<file path="src/rtl/riscv_pkg.sv">
// Shared RV64 core definitions: data width, fetch FSM states and trap cause codes.
package riscv_pkg;

  localparam int XLEN = 64;

  typedef enum logic [1:0] {
    IDLE,
    REQ,
    HOLD,
    TRAP
  } fetch_state_t;

  localparam logic [1:0] TRAP_NONE     = 2'b00;
  localparam logic [1:0] TRAP_MISALIGN = 2'b01;
  localparam logic [1:0] TRAP_TIMEOUT  = 2'b10;

endpackage

</file>
<file path="src/rtl/pc_next_calc.sv">
// Combinational next-PC adder: taken branch adds the halfword immediate, else pc + 4.
module pc_next_calc
  import riscv_pkg::*;
(
  input  logic [XLEN-1:0] pc,
  input  logic [XLEN-1:0] imm,
  input  logic            sel,
  output logic [XLEN-1:0] next_pc,
  output logic            misaligned
);

  logic [XLEN-1:0] offset;

  // imm counts halfwords; the shift drops bit 63, giving modulo-2^64 arithmetic
  assign offset     = sel ? (imm << 1) : XLEN'(4);
  assign next_pc    = pc + offset;
  assign misaligned = |next_pc[1:0];

endmodule

</file>
<file path="src/rtl/pc_fetch_ctrl.sv">
// PC register and instruction-fetch handshake controller with misalign/timeout traps.
module pc_fetch_ctrl
  import riscv_pkg::*;
#(
  parameter logic [63:0] RESET_PC    = 64'h0,
  parameter int          ACK_TIMEOUT = 16
) (
  input  logic            clk,
  input  logic            reset,
  input  logic            sel,
  input  logic [XLEN-1:0] imm,
  input  logic            retire,
  input  logic            imem_ack,
  input  logic [31:0]     imem_rdata,
  output logic            imem_req,
  output logic [XLEN-1:0] imem_addr,
  output logic [XLEN-1:0] pc,
  output logic [31:0]     instr,
  output logic            instr_valid,
  output logic            trap,
  output logic [1:0]      trap_cause
);

  localparam int CW = $clog2(ACK_TIMEOUT + 1);
  localparam logic [CW-1:0] CNT_LAST = CW'(ACK_TIMEOUT - 1);

  fetch_state_t    state_reg, state_next;
  logic [CW-1:0]   cnt_reg, cnt_next;
  logic [XLEN-1:0] pc_reg, pc_next;
  logic [31:0]     instr_reg, instr_next;
  logic            valid_reg, valid_next;
  logic            req_reg, req_next;
  logic            trap_reg, trap_next;
  logic [1:0]      cause_reg, cause_next;

  logic [XLEN-1:0] target_pc;
  logic            target_misaligned;

  pc_next_calc u_pc_next_calc (
    .pc         (pc_reg),
    .imm        (imm),
    .sel        (sel),
    .next_pc    (target_pc),
    .misaligned (target_misaligned)
  );

  always_comb begin
    state_next = state_reg;
    cnt_next   = cnt_reg;
    pc_next    = pc_reg;
    instr_next = instr_reg;
    valid_next = valid_reg;
    cause_next = cause_reg;
    case (state_reg)
      IDLE: begin
        state_next = REQ;
        cnt_next   = '0;
      end
      REQ: begin
        // an ack arriving on the expiry cycle still completes the fetch
        if (imem_ack) begin
          instr_next = imem_rdata;
          valid_next = 1'b1;
          cnt_next   = '0;
          state_next = HOLD;
        end else if (cnt_reg == CNT_LAST) begin
          cause_next = TRAP_TIMEOUT;
          state_next = TRAP;
        end else begin
          cnt_next = cnt_reg + 1'b1;
        end
      end
      HOLD: begin
        if (retire) begin
          valid_next = 1'b0;
          if (target_misaligned) begin
            cause_next = TRAP_MISALIGN;
            state_next = TRAP;
          end else begin
            pc_next    = target_pc;
            cnt_next   = '0;
            state_next = REQ;
          end
        end
      end
      TRAP: begin
        state_next = TRAP;
      end
      default: begin
        state_next = IDLE;
      end
    endcase
    req_next  = (state_next == REQ);
    trap_next = (state_next == TRAP);
  end

  always_ff @(posedge clk) begin
    if (reset) begin
      state_reg <= IDLE;
      cnt_reg   <= '0;
      pc_reg    <= RESET_PC;
      instr_reg <= 32'h0;
      valid_reg <= 1'b0;
      req_reg   <= 1'b0;
      trap_reg  <= 1'b0;
      cause_reg <= TRAP_NONE;
    end else begin
      state_reg <= state_next;
      cnt_reg   <= cnt_next;
      pc_reg    <= pc_next;
      instr_reg <= instr_next;
      valid_reg <= valid_next;
      req_reg   <= req_next;
      trap_reg  <= trap_next;
      cause_reg <= cause_next;
    end
  end

  assign imem_req    = req_reg;
  assign imem_addr   = pc_reg;
  assign pc          = pc_reg;
  assign instr       = instr_reg;
  assign instr_valid = valid_reg;
  assign trap        = trap_reg;
  assign trap_cause  = cause_reg;

endmodule
</file>
<file path="config.mk">
export PLATFORM = sky130hd
export DESIGN_NAME = pc_fetch_ctrl
export DESIGN_NICKNAME = d
export VERILOG_FILES = /design/src/rtl/riscv_pkg.sv /design/src/rtl/pc_next_calc.sv /design/src/rtl/pc_fetch_ctrl.sv
export SDC_FILE = /design/constraint.sdc
export NUM_CORES = 1
export LEC_CHECK = 0
export ABC_AREA = 1
export CORE_MARGIN = 2
export CORE_UTILIZATION = 32
export DETAILED_ROUTE_END_ITERATION = 8
export DONT_BUFFER_PORTS = 1
export MAX_ROUTING_LAYER = met4
export SLEW_MARGIN = 40
export SYNTH_ARGS = -nofsm -noshare
export SYNTH_HDL_FRONTEND = slang
export SYNTH_HIERARCHICAL = 1
export SYNTH_SLANG_ARGS = --single-unit
</file>
<file path="constraint.sdc">
create_clock -name clk -period 2.7 [get_ports clk]
set_input_delay 0.135 -clock clk [delete_from_list [all_inputs] [get_ports clk]]
set_output_delay 0.135 -clock clk [all_outputs]
set_load 0.01 [all_outputs]
</file>
Word level (Yosys, flattened, before mapping)
Cells that the tools add are included.
{"block": "op_classes", "muxes": 19, "bitwise": 1, "reduce_logical": 9, "eq_ne": 13, "add_sub_neg": 2}
{"operator": "64-bit adder", "count": 1}
{"operator": "64-bit two-way mux", "count": 1}
{"operator": "5-bit two-way mux", "count": 4}
{"operator": "2-bit two-way mux", "count": 8}
{"operator": "5-bit one-hot mux with 3 select lines", "count": 1}
{"operator": "2-bit inequality test, second input constant", "count": 6}
{"operator": "2-bit one-hot mux with 4 select lines", "count": 1}
{"operator": "2-bit == test, second input constant", "count": 3}
{"operator": "3-bit AND reduction", "count": 2}
{"operator": "5-bit by 1-bit adder with 5-bit output, second input constant", "count": 1}
{"operator": "5-bit by 4-bit == test with 1-bit output, second input constant", "count": 1}
{"operator": "5-bit AND reduction", "count": 1}
{"operator": "2-bit by 1-bit == test with 1-bit output, second input constant", "count": 2}
{"operator": "2-bit one-hot mux with 2 select lines", "count": 1}
{"operator": "4-bit AND reduction", "count": 1}
{"operator": "3-bit inequality test, second input constant", "count": 1}
{"operator": "3-bit nonzero test", "count": 1}
{"operator": "2-bit logical NOT", "count": 1}
{"operator": "1-bit two-way mux", "count": 2}
{"operator": "1-bit one-hot mux with 2 select lines", "count": 1}
{"operator": "2-bit AND reduction", "count": 1}
{"operator": "2-bit nonzero test", "count": 1}
{"operator": "2-bit OR reduction", "count": 1}
{"operator": "1-bit NOT", "count": 1}
{"block": "word_totals", "wordCells": 52, "input_bits": 101, "regBits": 108, "out_inout_bits": 165}

Logic depth before layout (Yosys ltp)
{"block": "depth", "depth_word": 7, "mapped_depth": 19, "ltp_nobuf": 18}

Hierarchy
The synthesis kept the hierarchy.
{"module": "pc_next_calc", "area_each_um2": 6353.6, "seq_area_each_um2": 0.0, "instances": 1, "cells_each": 1394}
{"module": "pc_fetch_ctrl", "area_each_um2": 4443.0, "seq_area_each_um2": 2162.1, "instances": 1, "cells_each": 563}

Worst setup path before layout
No wires, ideal clock.
{"block": "synth_timing", "path_kind": "input to register", "startpoint": "input port sel", "endpoint": "register pc_reg[60] (netlist: imem_addr[60])", "path_buffers": 2, "setup_ns": 0.113, "required_ns": 2.587, "path_slack_ns": 0.540, "arrival_time_ns": 2.046, "cell_stages": 19, "path_cell_list": "clkbuf_1 clkbuf_1 nand2_1 inv_1 ha_1 nand2_1 inv_1 a21oi_1 nand2_2 nand2_1 nand2_2 nand2_1 nand2_2 nand2_1 nand2_1 nand2_1 nand2_1 o21ai_1 nor2_1"}
{"block": "synth_between", "word_cells_on_any_way": 5, "cone_classes": "1 x add/sub; 1 x mux; 1 x bitwise; 2 x reduce/logical"}
{"element": "start: declaration", "line": "pc_fetch_ctrl.sv:10", "rtl": "input logic sel,"}
{"element": "64-bit two-way mux", "line": "pc_next_calc.sv:15", "rtl": "assign offset = sel ? (imm << 1) : XLEN'(4);"}
{"element": "64-bit adder", "line": "pc_next_calc.sv:16", "rtl": "assign next_pc = pc + offset;"}
{"element": "net target_pc[60]", "line": "pc_fetch_ctrl.sv:36", "rtl": "logic [XLEN-1:0] target_pc;"}
{"element": "end signal: assignment", "line": "pc_fetch_ctrl.sv:110", "rtl": "pc_reg <= pc_next;"}
{"element": "end: declaration", "line": "pc_fetch_ctrl.sv:29", "rtl": "logic [XLEN-1:0] pc_reg, pc_next;"}
The timed path passes the listed nets, and every way through them passes these cells.
A chain may end at the register's enable or synchronous reset.

Worst setup path in the final report
{"block": "layout_timing", "startpoint": "register pc_reg[1] (netlist: imem_addr[1])", "endpoint": "register pc_reg[49] (netlist: imem_addr[49])"}
{"block": "layout_between", "word_cells_on_any_way": 4, "cone_classes": "1 x add/sub; 1 x bitwise; 2 x reduce/logical"}
{"element": "64-bit adder", "line": "pc_next_calc.sv:16"}
{"element": "net target_pc[49]", "line": "pc_fetch_ctrl.sv:36"}
The timed path passes the listed nets, and every way through them passes these cells.

==> metrics.txt <==
status finished clean; Slew HR 0.575; minimum clock period 2.51 ns; commonest non-fill, non-tap cells in the layout nand2_1, inv_1, nor2_1, dfxtp_1, a21oi_1; worst hold-check path type in -> reg; post-synth top area share 0.229; ant diodes 0; VDD IR max between 0.3 and 0.4 mV; share of cells above drive strength 1 0.0715; Synth Instances about 2,000; # H-tree levels 3; 1st-iter DRT viols just over 600; total gr overflow 0; Post-CTS Setup Bufs 0; final wirelength roughly 35,000 um; Gate power share 0.198; Vias roughly 11,000; largest net degree at the start of global routing 69; dominant cell type by area after synthesis nand2_1; DR vias/cell ~4.5; clock slew at the register clock pins of the worst setup and hold paths roughly 0.09 ns; Avg WL per Cell about 15 um; I/O pin count 266; Max Clock Skew around 0.014 ns; core area between 0.03 and 0.04 mm^2; first-pass GRT wire length ~55,000 um; RSZ-0062 raised after global routing false; starting density of the core 0.324; nets@finish 2,120; Slew Viols, Final 0; commonest non-fill, non-tap cell in the layout nand2_1; Synth Area per Inst about 5.5 um^2; cell-internal power approximately 2700 uW; Antenna Nets Post-Route 0; critical path arrival approximately 2.8 ns; number of port buffers 0; total power about 4000 uW; critical path fanouts, max 4; placed insts 2,363; fin crit share 0.930; nature of the critical path startpoint flip-flop; Ys Warns 6; Site Rows between 60 and 70; DRC 0; Placed Area roughly 0.011 mm^2; placer's final routability congestion estimate 0.956; gr usage total 0.206; crit path capture type flip-flop; Core Util, Final 0.351; Synth area leaders nand2_1, dfxtp_1, inv_1; TNS Setup 0 ns; TritonCTS clock tree built; Final Hold Fails 0; Clock power frac 0.370; Max-Cap Viols 0; register area share after synthesis 0.200; Area growth, synth to finish 8.46%; TritonCTS buffer count 9; Synth Cell Area between 0.01 and 0.015 mm^2; Leakage around 0.007 uW; vias in the first global route approximately 11,000; root cell of the clock tree clkbuf_16; Reg power frac 0.432; Max Fclk approximately 400 MHz; worst path required time between 2 and 3 ns; cell area after layout roughly 0.012 mm^2; sw power between 1000 and 1500 uW; Netlist cell types 31; Tightest Pin Transition 0.637 ns; worst-case clock buffer depth 2; post-DP HPWL about 30,000 um; Sw Share 0.329; total clock sinks 108; syn_nets 2,124; initial antenna violation count 0; power per cell area 346 mW/mm^2; Non-Filler Instances approximately 2,400; max reg flops 64; Seq cells post-synth approximately 110; Die ar. between 0.03 and 0.04 mm^2; WS Path Type reg -> reg; Die Ht around 190 um; # setup viols final 0; DR pass1 iterations 5; chip width about 190 um; Clock Latency Late Sink roughly 0.38 ns
worst max-delay path: stages, from the launching register on:
cell,delay [ns]
dfxtp_1,0.35
ha_1,0.22
inv_1,0.07
fa_1,0.40
inv_1,0.13
nand3_1,0.08
nand2_1,0.19
nand2_1,0.09
nand2_2,0.12
nand3_1,0.09
nand2_2,0.12
nand2_1,0.11
nand4_1,0.10
nand2_1,0.11
o21ai_1,0.19
nor2_1,0.05
layout make-up:
type	count	area (um^2)
Clock buffer	9	225
Clock inverter	7	100
Fill cell	3834	21700
Inverter	423	1590
Multi-Input combinational cell	1323	6320
Sequential cell	108	2160
Tap cell	448	561
Timing Repair Buffer	88	753
per-stage QoR:
step | hold WS [ns] | setup slack, ns
finish | 0.0151 | 0.189
detailed placement | 0.208 | 0.217
floorplan | 0.311 | 0.540
global placement | 0.206 | 0.253
CTS | 0.0132 | 0.201
global route | 0.0331 | 0.0164
layer usage:
layer | vias up | global-route usage | part of all wire
met4 | 0 | 0.0754 | 0.030
met1 | 4787 | 0.247 | 0.45
met3 | 55 | 0.0333 | 0.056
met5 | - | - | 0
li1 | 5767 | - | -
met2 | 311 | 0.348 | 0.46
cell usage after synthesis (all sizes together):
master and instances:
a21oi 76, and3 1, buf 80, clkbuf 23, clkinv 5, dfxtp 108
fa 1, ha 65, inv 418, nand2 680, nand3 71, nand4 19
nor2 256, nor3 14, nor4 2, o21ai 99, o21bai 6, or2 1
xnor2 1, xor2 31
power by group through the flow:
| stage | Sequential, uW | Combinational (uW) | Clock, uW |
|---|---|---|---|
| 6_report | 1750 | 803 | 1500 |
| 5_1_grt | 1760 | 913 | 1600 |
| 4_1_cts | 1750 | 811 | 1560 |
| 3_5_place_dp | 1780 | 773 | 0 |
| 3_3_place_gp | 1780 | 767 | 0 |
| 2_1_floorplan | 1790 | 600 | 0 |
what timing repair did:
action / in CTS / in global routing
hold buffers: 27 / 0
endpoints found under the hold margin: 33 / 0
setup endpoints to repair: 0 / 2
gates resized for setup: 0 / 1
path summary, 6_finish.rpt:
check                               startpoint            end  slack [ns]  cells after the start
worst max-delay path              imem_addr[1]  imem_addr[49]        0.19                     15
worst max register to register    imem_addr[1]  imem_addr[49]        0.19                     15
worst min register to register      cnt_reg[4]     cnt_reg[4]        0.47                      2
worst min-delay path            imem_rdata[13]      instr[13]        0.02                      2
kinds of logic (layout without fill, tap and decap cells):
logic type,after synthesis,in the layout,share of synthesized area
AND/OR/NAND/NOR,1044,1044,0.396
buffers and inverters,526,527,0.215
AO/OA/AOI/OAI,181,181,0.0853
flip-flops,108,108,0.200
adder cells (fa/ha/maj),66,66,0.0772
XOR/XNOR,32,32,0.0260
(Power assumes the default switching activity.)
